### src/rtl/obstacle_sequencer_pkg.sv
// game_pkg: constants and types shared by the sequencer and the obstacle modules.
//   Obstacle select codes (0 = none), sequencer state encoding,
//   screen/arena geometry and a round-robin code helper.
package game_pkg;

    localparam logic [2:0] NO_OBSTACLE  = 3'd0;
    localparam logic [2:0] LASERS_CODE  = 3'b001;
    localparam logic [2:0] BULLETS_CODE = 3'b010;
    localparam logic [2:0] WALLS_CODE   = 3'b011;
    localparam logic [2:0] SPIKES_CODE  = 3'b100;

    localparam int unsigned SCREEN_W = 1280;
    localparam int unsigned SCREEN_H = 720;
    localparam int unsigned ARENA_X0 = 160;
    localparam int unsigned ARENA_Y0 = 40;
    localparam int unsigned ARENA_X1 = 1120;
    localparam int unsigned ARENA_Y1 = 680;

    typedef enum logic [2:0] {
        S_IDLE,
        S_ARM,
        S_RUN,
        S_NEXT,
        S_OVER
    } seq_state_e;

    // Codes run 1..num and wrap back to 1.
    function automatic logic [2:0] next_code(input logic [2:0] code, input logic [2:0] num);
        return (code == num) ? LASERS_CODE : code + 3'd1;
    endfunction

endpackage

### src/rtl/obstacle_sequencer_hit_detector.sv
// hit_detector: registered player/obstacle pixel overlap flag.
//   clk, rst             : clock, async active-high reset
//   player_x, player_y   : top-left of the square player hitbox
//   obstacle_x, obstacle_y: OR-combined obstacle pixel, (0,0) = no pixel
//   overlap              : registered overlap flag, one cycle after the pixel
module hit_detector
    import game_pkg::*;
#(
    parameter int unsigned PLAYER_SIZE = 20
) (
    input  logic        clk,
    input  logic        rst,
    input  logic [11:0] player_x,
    input  logic [11:0] player_y,
    input  logic [11:0] obstacle_x,
    input  logic [11:0] obstacle_y,
    output logic        overlap
);

    logic        overlap_q, overlap_d;
    logic [12:0] px, py, ox, oy;

    // 13-bit operands so the far hitbox edge never wraps near 4095.
    assign px = {1'b0, player_x};
    assign py = {1'b0, player_y};
    assign ox = {1'b0, obstacle_x};
    assign oy = {1'b0, obstacle_y};

    assign overlap_d = ((|obstacle_x) || (|obstacle_y))
                    && (ox >= px) && (ox <= px + 13'(PLAYER_SIZE - 1))
                    && (oy >= py) && (oy <= py + 13'(PLAYER_SIZE - 1));

    always_ff @(posedge clk or posedge rst) begin
        if (rst) overlap_q <= 1'b0;
        else     overlap_q <= overlap_d;
    end

    assign overlap = overlap_q;

endmodule

### src/rtl/obstacle_sequencer.sv
// obstacle_sequencer: round-robin obstacle launcher with collision, HP, score and game over.
//   clk, rst              : pixel clock, async active-high reset
//   start                 : begin a game from IDLE or OVER
//   player_x, player_y    : player hitbox top-left
//   obstacle_x, obstacle_y: OR of obstacle pixel buses, (0,0) = no pixel
//   obstacle_done         : OR of obstacle done flags
//   selected              : active obstacle code
//   play_selected         : high while a game runs
//   done_out              : one-cycle launch strobe to every obstacle
//   hp, hit, score        : remaining HP, accepted-hit pulse, cleared obstacles
//   game_over             : high in OVER
module obstacle_sequencer
    import game_pkg::*;
#(
    parameter int unsigned NUM_OBSTACLES = 4,
    parameter int unsigned START_HP      = 3,
    parameter int unsigned PLAYER_SIZE   = 20,
    parameter int unsigned INVULN_CYCLES = 32000000
) (
    input  logic        clk,
    input  logic        rst,
    input  logic        start,
    input  logic [11:0] player_x,
    input  logic [11:0] player_y,
    input  logic [11:0] obstacle_x,
    input  logic [11:0] obstacle_y,
    input  logic        obstacle_done,
    output logic [2:0]  selected,
    output logic        play_selected,
    output logic        done_out,
    output logic [2:0]  hp,
    output logic        hit,
    output logic [7:0]  score,
    output logic        game_over
);

    seq_state_e  state_q;
    logic [2:0]  code_q, sel_q, hp_q;
    logic [7:0]  score_q;
    logic [24:0] inv_q;
    logic        play_q, done_q, hit_q, over_q;
    logic        overlap, accept;
    logic [2:0]  code_d;
    logic [7:0]  score_d;

    hit_detector #(.PLAYER_SIZE(PLAYER_SIZE)) u_hit (
        .clk        (clk),
        .rst        (rst),
        .player_x   (player_x),
        .player_y   (player_y),
        .obstacle_x (obstacle_x),
        .obstacle_y (obstacle_y),
        .overlap    (overlap)
    );

    assign accept  = (state_q == S_RUN) && overlap && (inv_q == 25'd0);
    assign code_d  = next_code(code_q, 3'(NUM_OBSTACLES));
    assign score_d = (score_q == 8'hFF) ? score_q : score_q + 8'd1;

    always_ff @(posedge clk or posedge rst) begin
        if (rst) begin
            state_q <= S_IDLE;
            code_q  <= LASERS_CODE;
            sel_q   <= NO_OBSTACLE;
            play_q  <= 1'b0;
            done_q  <= 1'b0;
            hit_q   <= 1'b0;
            over_q  <= 1'b0;
            hp_q    <= 3'(START_HP);
            score_q <= 8'd0;
            inv_q   <= 25'd0;
        end else begin
            done_q <= 1'b0;
            hit_q  <= 1'b0;
            inv_q  <= (inv_q != 25'd0) ? inv_q - 25'd1 : 25'd0;
            case (state_q)
                S_IDLE, S_OVER: begin
                    if (start) begin
                        state_q <= S_ARM;
                        code_q  <= LASERS_CODE;
                        sel_q   <= LASERS_CODE;
                        play_q  <= 1'b1;
                        done_q  <= 1'b1;
                        over_q  <= 1'b0;
                        hp_q    <= 3'(START_HP);
                        score_q <= 8'd0;
                    end
                end
                S_ARM: state_q <= S_RUN;
                S_RUN: begin
                    // A fatal hit wins over a simultaneous done: no score for that obstacle.
                    if (accept) begin
                        hit_q <= 1'b1;
                        hp_q  <= hp_q - 3'd1;
                        inv_q <= 25'(INVULN_CYCLES);
                    end
                    if (accept && hp_q == 3'd1) begin
                        state_q <= S_OVER;
                        play_q  <= 1'b0;
                        over_q  <= 1'b1;
                    end else if (obstacle_done) begin
                        state_q <= S_NEXT;
                    end
                end
                S_NEXT: begin
                    state_q <= S_ARM;
                    score_q <= score_d;
                    code_q  <= code_d;
                    sel_q   <= code_d;
                    done_q  <= 1'b1;
                end
                default: state_q <= S_IDLE;
            endcase
        end
    end

    assign selected      = sel_q;
    assign play_selected = play_q;
    assign done_out      = done_q;
    assign hp            = hp_q;
    assign hit           = hit_q;
    assign score         = score_q;
    assign game_over     = over_q;

endmodule
### config.mk
export PLATFORM = sky130hd
export DESIGN_NAME = obstacle_sequencer
export DESIGN_NICKNAME = d
export VERILOG_FILES = /design/src/rtl/obstacle_sequencer_pkg.sv /design/src/rtl/obstacle_sequencer_hit_detector.sv /design/src/rtl/obstacle_sequencer.sv
export SDC_FILE = /design/constraint.sdc
export NUM_CORES = 1
export LEC_CHECK = 0
export CORE_UTILIZATION = 50
export DETAILED_ROUTE_END_ITERATION = 6
export GPL_TIMING_DRIVEN = 0
export PLACE_DENSITY_LB_ADDON = 0.08
export RECOVER_POWER = 50
export SLEW_MARGIN = 30
export SYNTH_ARGS = -nofsm -noshare
export SYNTH_HDL_FRONTEND = slang
export SYNTH_SLANG_ARGS = --single-unit
### constraint.sdc
create_clock -name clk -period 5.7 [get_ports clk]
set_clock_uncertainty 0.2 [all_clocks]
set_input_delay 0.57 -clock clk [delete_from_list [all_inputs] [get_ports clk]]
set_output_delay 0.57 -clock clk [all_outputs]
set_load 0.01 [all_outputs]
# Word level (Yosys, flattened, before mapping)
# Index checks and enable logic that the tools add are counted.
dict set report totals {
  regBits 50
  input_bits 52
  output_inout_bits 18
  elab_cells 79
}
dict set report op_classes {
  add_sub_neg 6
  order_cmp 4
  n_eq_ne 12
  mux 25
  n_reduce_logical 21
}
# op n
set op_table {}
lappend op_table {{25-bit two-way mux} 3}
lappend op_table {{12-bit by 5-bit adder with 13-bit output, second input constant} 2}
lappend op_table {{12-bit by 13-bit <= comparator with 1-bit output} 2}
lappend op_table {{25-bit zero test} 1}
lappend op_table {{25-bit nonzero test} 1}
lappend op_table {{25-bit by 1-bit subtractor with 25-bit output, second input constant} 1}
lappend op_table {{12-bit >= comparator} 2}
lappend op_table {{12-bit OR reduction} 2}
lappend op_table {{3-bit two-way mux} 6}
lappend op_table {{8-bit two-way mux} 2}
lappend op_table {{8-bit case mux with 2 select lines} 1}
lappend op_table {{3-bit case mux with 2 select lines} 2}
lappend op_table {{3-bit case mux with 4 select lines} 1}
lappend op_table {{3-bit AND reduction} 3}
lappend op_table {{8-bit by 1-bit adder with 8-bit output, second input constant} 1}
lappend op_table {{8-bit == test, second input constant} 1}
lappend op_table {{1-bit logical AND} 7}
lappend op_table {{1-bit two-way mux} 7}
lappend op_table {{3-bit by 1-bit == test with 1-bit output, second input constant} 2}
lappend op_table {{3-bit by 2-bit == test with 1-bit output, second input constant} 2}
lappend op_table {{3-bit == test, second input constant} 2}
lappend op_table {{2-bit inequality test, second input constant} 3}
lappend op_table {{1-bit case mux with 2 select lines} 3}
lappend op_table {{2-bit AND reduction} 2}
lappend op_table {{8 further kinds} 9}

# Longest topological paths before layout
dict set report depth {
  word_depth 6
  depth_mapped 12
  mapped_depth_nobuf 12
}

# By module
# A second synthesis with hierarchy kept.
dict set report unflattened {
  cells_unflattened 427
  hier_area_um2 3891.2
}
# module n_inst cells_per_inst area_per_inst_um2 seq_area_each_um2
set by_module_without_submodules {}
lappend by_module_without_submodules {obstacle_sequencer 1 228 2299.7 1179.9}
lappend by_module_without_submodules {hit_detector 1 199 1591.5 25.0}

# Worst setup path after synthesis
# No wires, ideal clock.
dict set report synth_path {
  path_kind {input port to flip-flop}
  start {in player_y[0]}
  end {reg u_hit.overlap_q (netlist: u_hit.overlap)}
  setup_time_ps 125
  t_arrival_ps 2777
  required_ps 5375
  setup_slack_ps 2598
  cell_stages 11
  n_path_buf 0
  cell_sequence {inv_1 ha_1 or3_1 a21oi_1 nand4_1 xnor2_1 ha_1 nand3_1 nor4_1 a221oi_1 a2111oi_0}
}
dict set report synth_via {
  elab_chain_cells 3
  elab_cells_between_ends 5
  classes_between {add/sub: 1; order compare: 2; reduce/logical: 2}
}
# element line
set synth_lines {}
lappend synth_lines {{start: declaration} obstacle_sequencer.sv:24} ;# input logic [11:0] player_y,
lappend synth_lines {{12-bit by 5-bit adder with 13-bit output or 12-bit >= comparator (tied branches)} obstacle_sequencer_hit_detector.sv:31} ;# && (oy >= py) && (oy <= py + 13'(PLAYER_SIZE - 1));
lappend synth_lines {{12-bit by 13-bit <= comparator with 1-bit output or 1-bit logical AND (tied branches)} obstacle_sequencer_hit_detector.sv:31}
lappend synth_lines {{1-bit logical AND *} obstacle_sequencer_hit_detector.sv:31}
lappend synth_lines {{net u_hit.overlap_d} obstacle_sequencer_hit_detector.sv:20} ;# logic overlap_q, overlap_d;
lappend synth_lines {{end signal: assignment} obstacle_sequencer_hit_detector.sv:35} ;# else overlap_q <= overlap_d;
lappend synth_lines {{end: declaration} obstacle_sequencer_hit_detector.sv:20}
# Mark *: on every way through the listed nets, which the timed path passes. The rest lies on a longest branch.
# A chain may end at the register's enable or synchronous reset.

# Final worst setup path
# Ends and elaborated chain as after synthesis.

==> results.md <==
* CP Class: in -> reg
* Cell area after layout at 4740 sq um
* First-pass GRT wire length at ~13000 microns
* Synth async-reset ratio at 100%
* Number of port buffers at roughly 70
* Drt wl/cell at 13.1 microns
* Setup violators final at 0
* CTS resizes at 0
* Largest net degree at the start of global routing at 49
* RR Endpoint: state_q[0]
* Starting Density at between 50% and 60%
* Worst-path clk slew at 0.09 ns
* Setup crit start: player_y[0]
* Starting DRC count in detailed routing at 71
* Worst Path Required at 5.66 ns
* Number of fillers in the final layout at between 600 and 700
* Finished Layout Cells at 608
* Global Route Usage Sum at 20.9%
* Antenna-violating nets left at 0
* WHS Path Cells at 1
* Min Tclk post-route at 3.74 ns
* Placer Congestion at between 0.8 and 0.9
* Min-Delay Path Class: reg -> reg
* Postcts setup bufs at 0
* Cell Area, Synth at ~3800 sq um
* CORE AREA at 7290 sq um
* Share of cells above drive strength 1 at around 4.1%
* Via count of the routed design at 3304
* Pwr/cell area at 285 nW/um^2
* Aggregate global routing overflow at 0
* Crit Reg-Reg Startpoint: inv_q[0]
* Area after DPL at 4620 sq um
* Die span in x at between 80 and 90 microns
* Max-slew headroom at -36.4%
* Hold_sp: selected[0]
* Worst r2r path cells at 7
* Die ar. at 7960 sq um
* MaxCap Viol Count at 1
* Total CTS buffers at 5
* Status: finished, violations left
* Final setup TNS at 0 ns
* CP max FO at 4
* Layout overhead on the synthesized area at 24.6%
* Ant. Diodes at 0
* Synth top area cells: dfrtp_1 30%, ha_1 18%, xnor2_1 8.3%
* Ys flop type: dfrtp_1
* Transition time at the pin with the least slew margin at 2.03 ns
* Commonest non-fill, non-tap cells in the layout: 62 x clkdlybuf4s50_1, 56 x ha_1, 45 x dfrtp_1
* Final count of pins violating max slew at 49
* TritonCTS clock tree: built
* Root Driver: clkbuf_8
* CP arrival at ~3.7 ns
* Type of origin of the critical path: primary input
* Hold Buf Count CTS at 0
* Most common cell after layout, fill and taps aside: clkdlybuf4s50_1
* Largest area contributor in the netlist: dfrtp_1
* Site row count at 31
* DRT Pass-1 Iters at 4
* Hold worst-path end: selected[0]
* Worst-skew pair later-pin latency at around 0.30 ns
* Synth Register Bits at 48
* Cells after Synth at 432
* Warnings from Yosys at 0
* Worst Setup End Kind: flip-flop
* Die height at 89.2 microns
* Leak at 2.09 nW
* Post-synth net total at 540
* Unrepaired setup endpoints after global routing: no
* H-tree Lvls at 2
* Max Clk Rate at 267 MHz
* Io pins at 70
* CTS Buffer Depth at 2
* Vias in the first global route at 2991
* Mean Syn Cell Area at 8.81 sq um
* DP HPWL at 6560 microns
* Inst Count DP at 600
* Final critical-path share of the clock period at 65.6%
* Initial antenna violation count at 0
* Clock Sinks at 48
* Failing checks: max-capacitance violations, max-slew violations
* Distinct cell type count of the synthesized netlist at 50
* Sequential share of the synthesized area at 31.7%
* Worst reg2reg setup slack at roughly 2.5 ns
* VDD IR max at 0.179 mV
* EDFF count, synth at 0
* Synth top area share at 29.6%
* DRC at 0
* Final WL at approximately 8000 microns
* DR vias/cell at ~5.4
* # nets final at 616
* Hold Fails Final Rpt at 0
per-layer routing:
| layer | global-route usage, % | wire (microns) |
|---|---|---|
| met1 | 28.1 | 3820 |
| met5 | 0 | 0 |
| met2 | 35.7 | 3810 |
| met4 | 5.05 | 87 |
| met3 | 2.68 | 249 |
final cells by class:
| class | instances | area, sq um | area share, % |
|---|---|---|---|
| buffer | 7 | 35.0 | 0.739 |
| clock buffer | 6 | 82.6 | 1.74 |
| clock inverter | 2 | 38.8 | 0.818 |
| inverter | 41 | 155 | 3.27 |
| multi-input combinational | 336 | 2410 | 50.8 |
| sequential | 48 | 1200 | 25.4 |
| tap | 99 | 124 | 2.61 |
| timing repair buffer | 69 | 691 | 14.6 |
metrics by stage:
step	util (%)	power (W)	setup WS (ns)	hold WS, ns
after detailed placement	63.4	0.00111	1.64	0.281
after floorplan	-	0.000921	2.60	0.271
after global routing	65.0	0.00147	1.70	0.319
after CTS	65.0	0.00137	1.95	0.302
after global placement	63.3	0.00108	1.69	0.270
final	65.0	0.00135	1.96	0.292
worst max-delay path, cell delays in order:
cell	delay, ns
clkdlybuf4s50_1	0.52
inv_1	0.09
ha_1	0.22
or3_1	0.44
a21oi_1	0.34
nand4_1	0.16
xnor2_1	0.18
ha_1	0.27
nand3_1	0.15
o211ai_1	0.12
a31oi_1	0.16
a221oi_1	0.11
a2111oi_0	0.39
logic make-up after synthesis:
| family | after synthesis | synth area share, % |
|---|---|---|
| flops | 48 | 31.7 |
| xor+xnor | 45 | 10.4 |
| buf+inv | 48 | 4.97 |
| simple gates | 162 | 22.5 |
| fa+ha+maj | 56 | 18.4 |
| compound gates | 73 | 12.1 |
synthesized netlist by cell type, types with 3 or more instances:
cell type  instances
nand3b_1           5
nor4_1            16
nor3b_1            4
o221ai_1           3
a31oi_1            4
o21ai_0           21
nor2_1            42
nand4_1            9
clkbuf_1           4
nand2_1           28
xnor2_1           36
ha_1              56
o21a_1             5
dfrtp_1           45
inv_1             41
nor3_1            19
dfstp_2            3
or3_1              8
xor2_1             9
a21o_1             4
a21oi_1           18
nand3_1           12
report_power, final:
group          internal, W  total, W  switching [W]  leakage (nW)
Combinational     0.000261  0.000513       0.000252          1.43
Clock             0.000143  0.000254       0.000111        0.0614
Sequential        0.000460  0.000584       0.000124         0.597
state kept, by name (all words and copies together), names as in the netlist:
signal / cells
hp: 3
selected: 1
u_hit.overlap: 1
inv_q: 25
state_q: 3
done_out: 1
score: 8
game_over: 1
hit: 1
code_q: 3
play_selected: 1
how the worst max path moves through the flow:
stage | endpoint | slack [ns] | cells past startpoint
6_report | u_hit.overlap | 1.96 | 13
5_1_grt | u_hit.overlap | 1.70 | 12
4_1_cts | u_hit.overlap | 1.95 | 13
3_5_place_dp | u_hit.overlap | 1.64 | 13
3_3_place_gp | u_hit.overlap | 1.69 | 13
2_1_floorplan | u_hit.overlap | 2.60 | 11
Note: power is estimated with default switching activity, not from simulation.
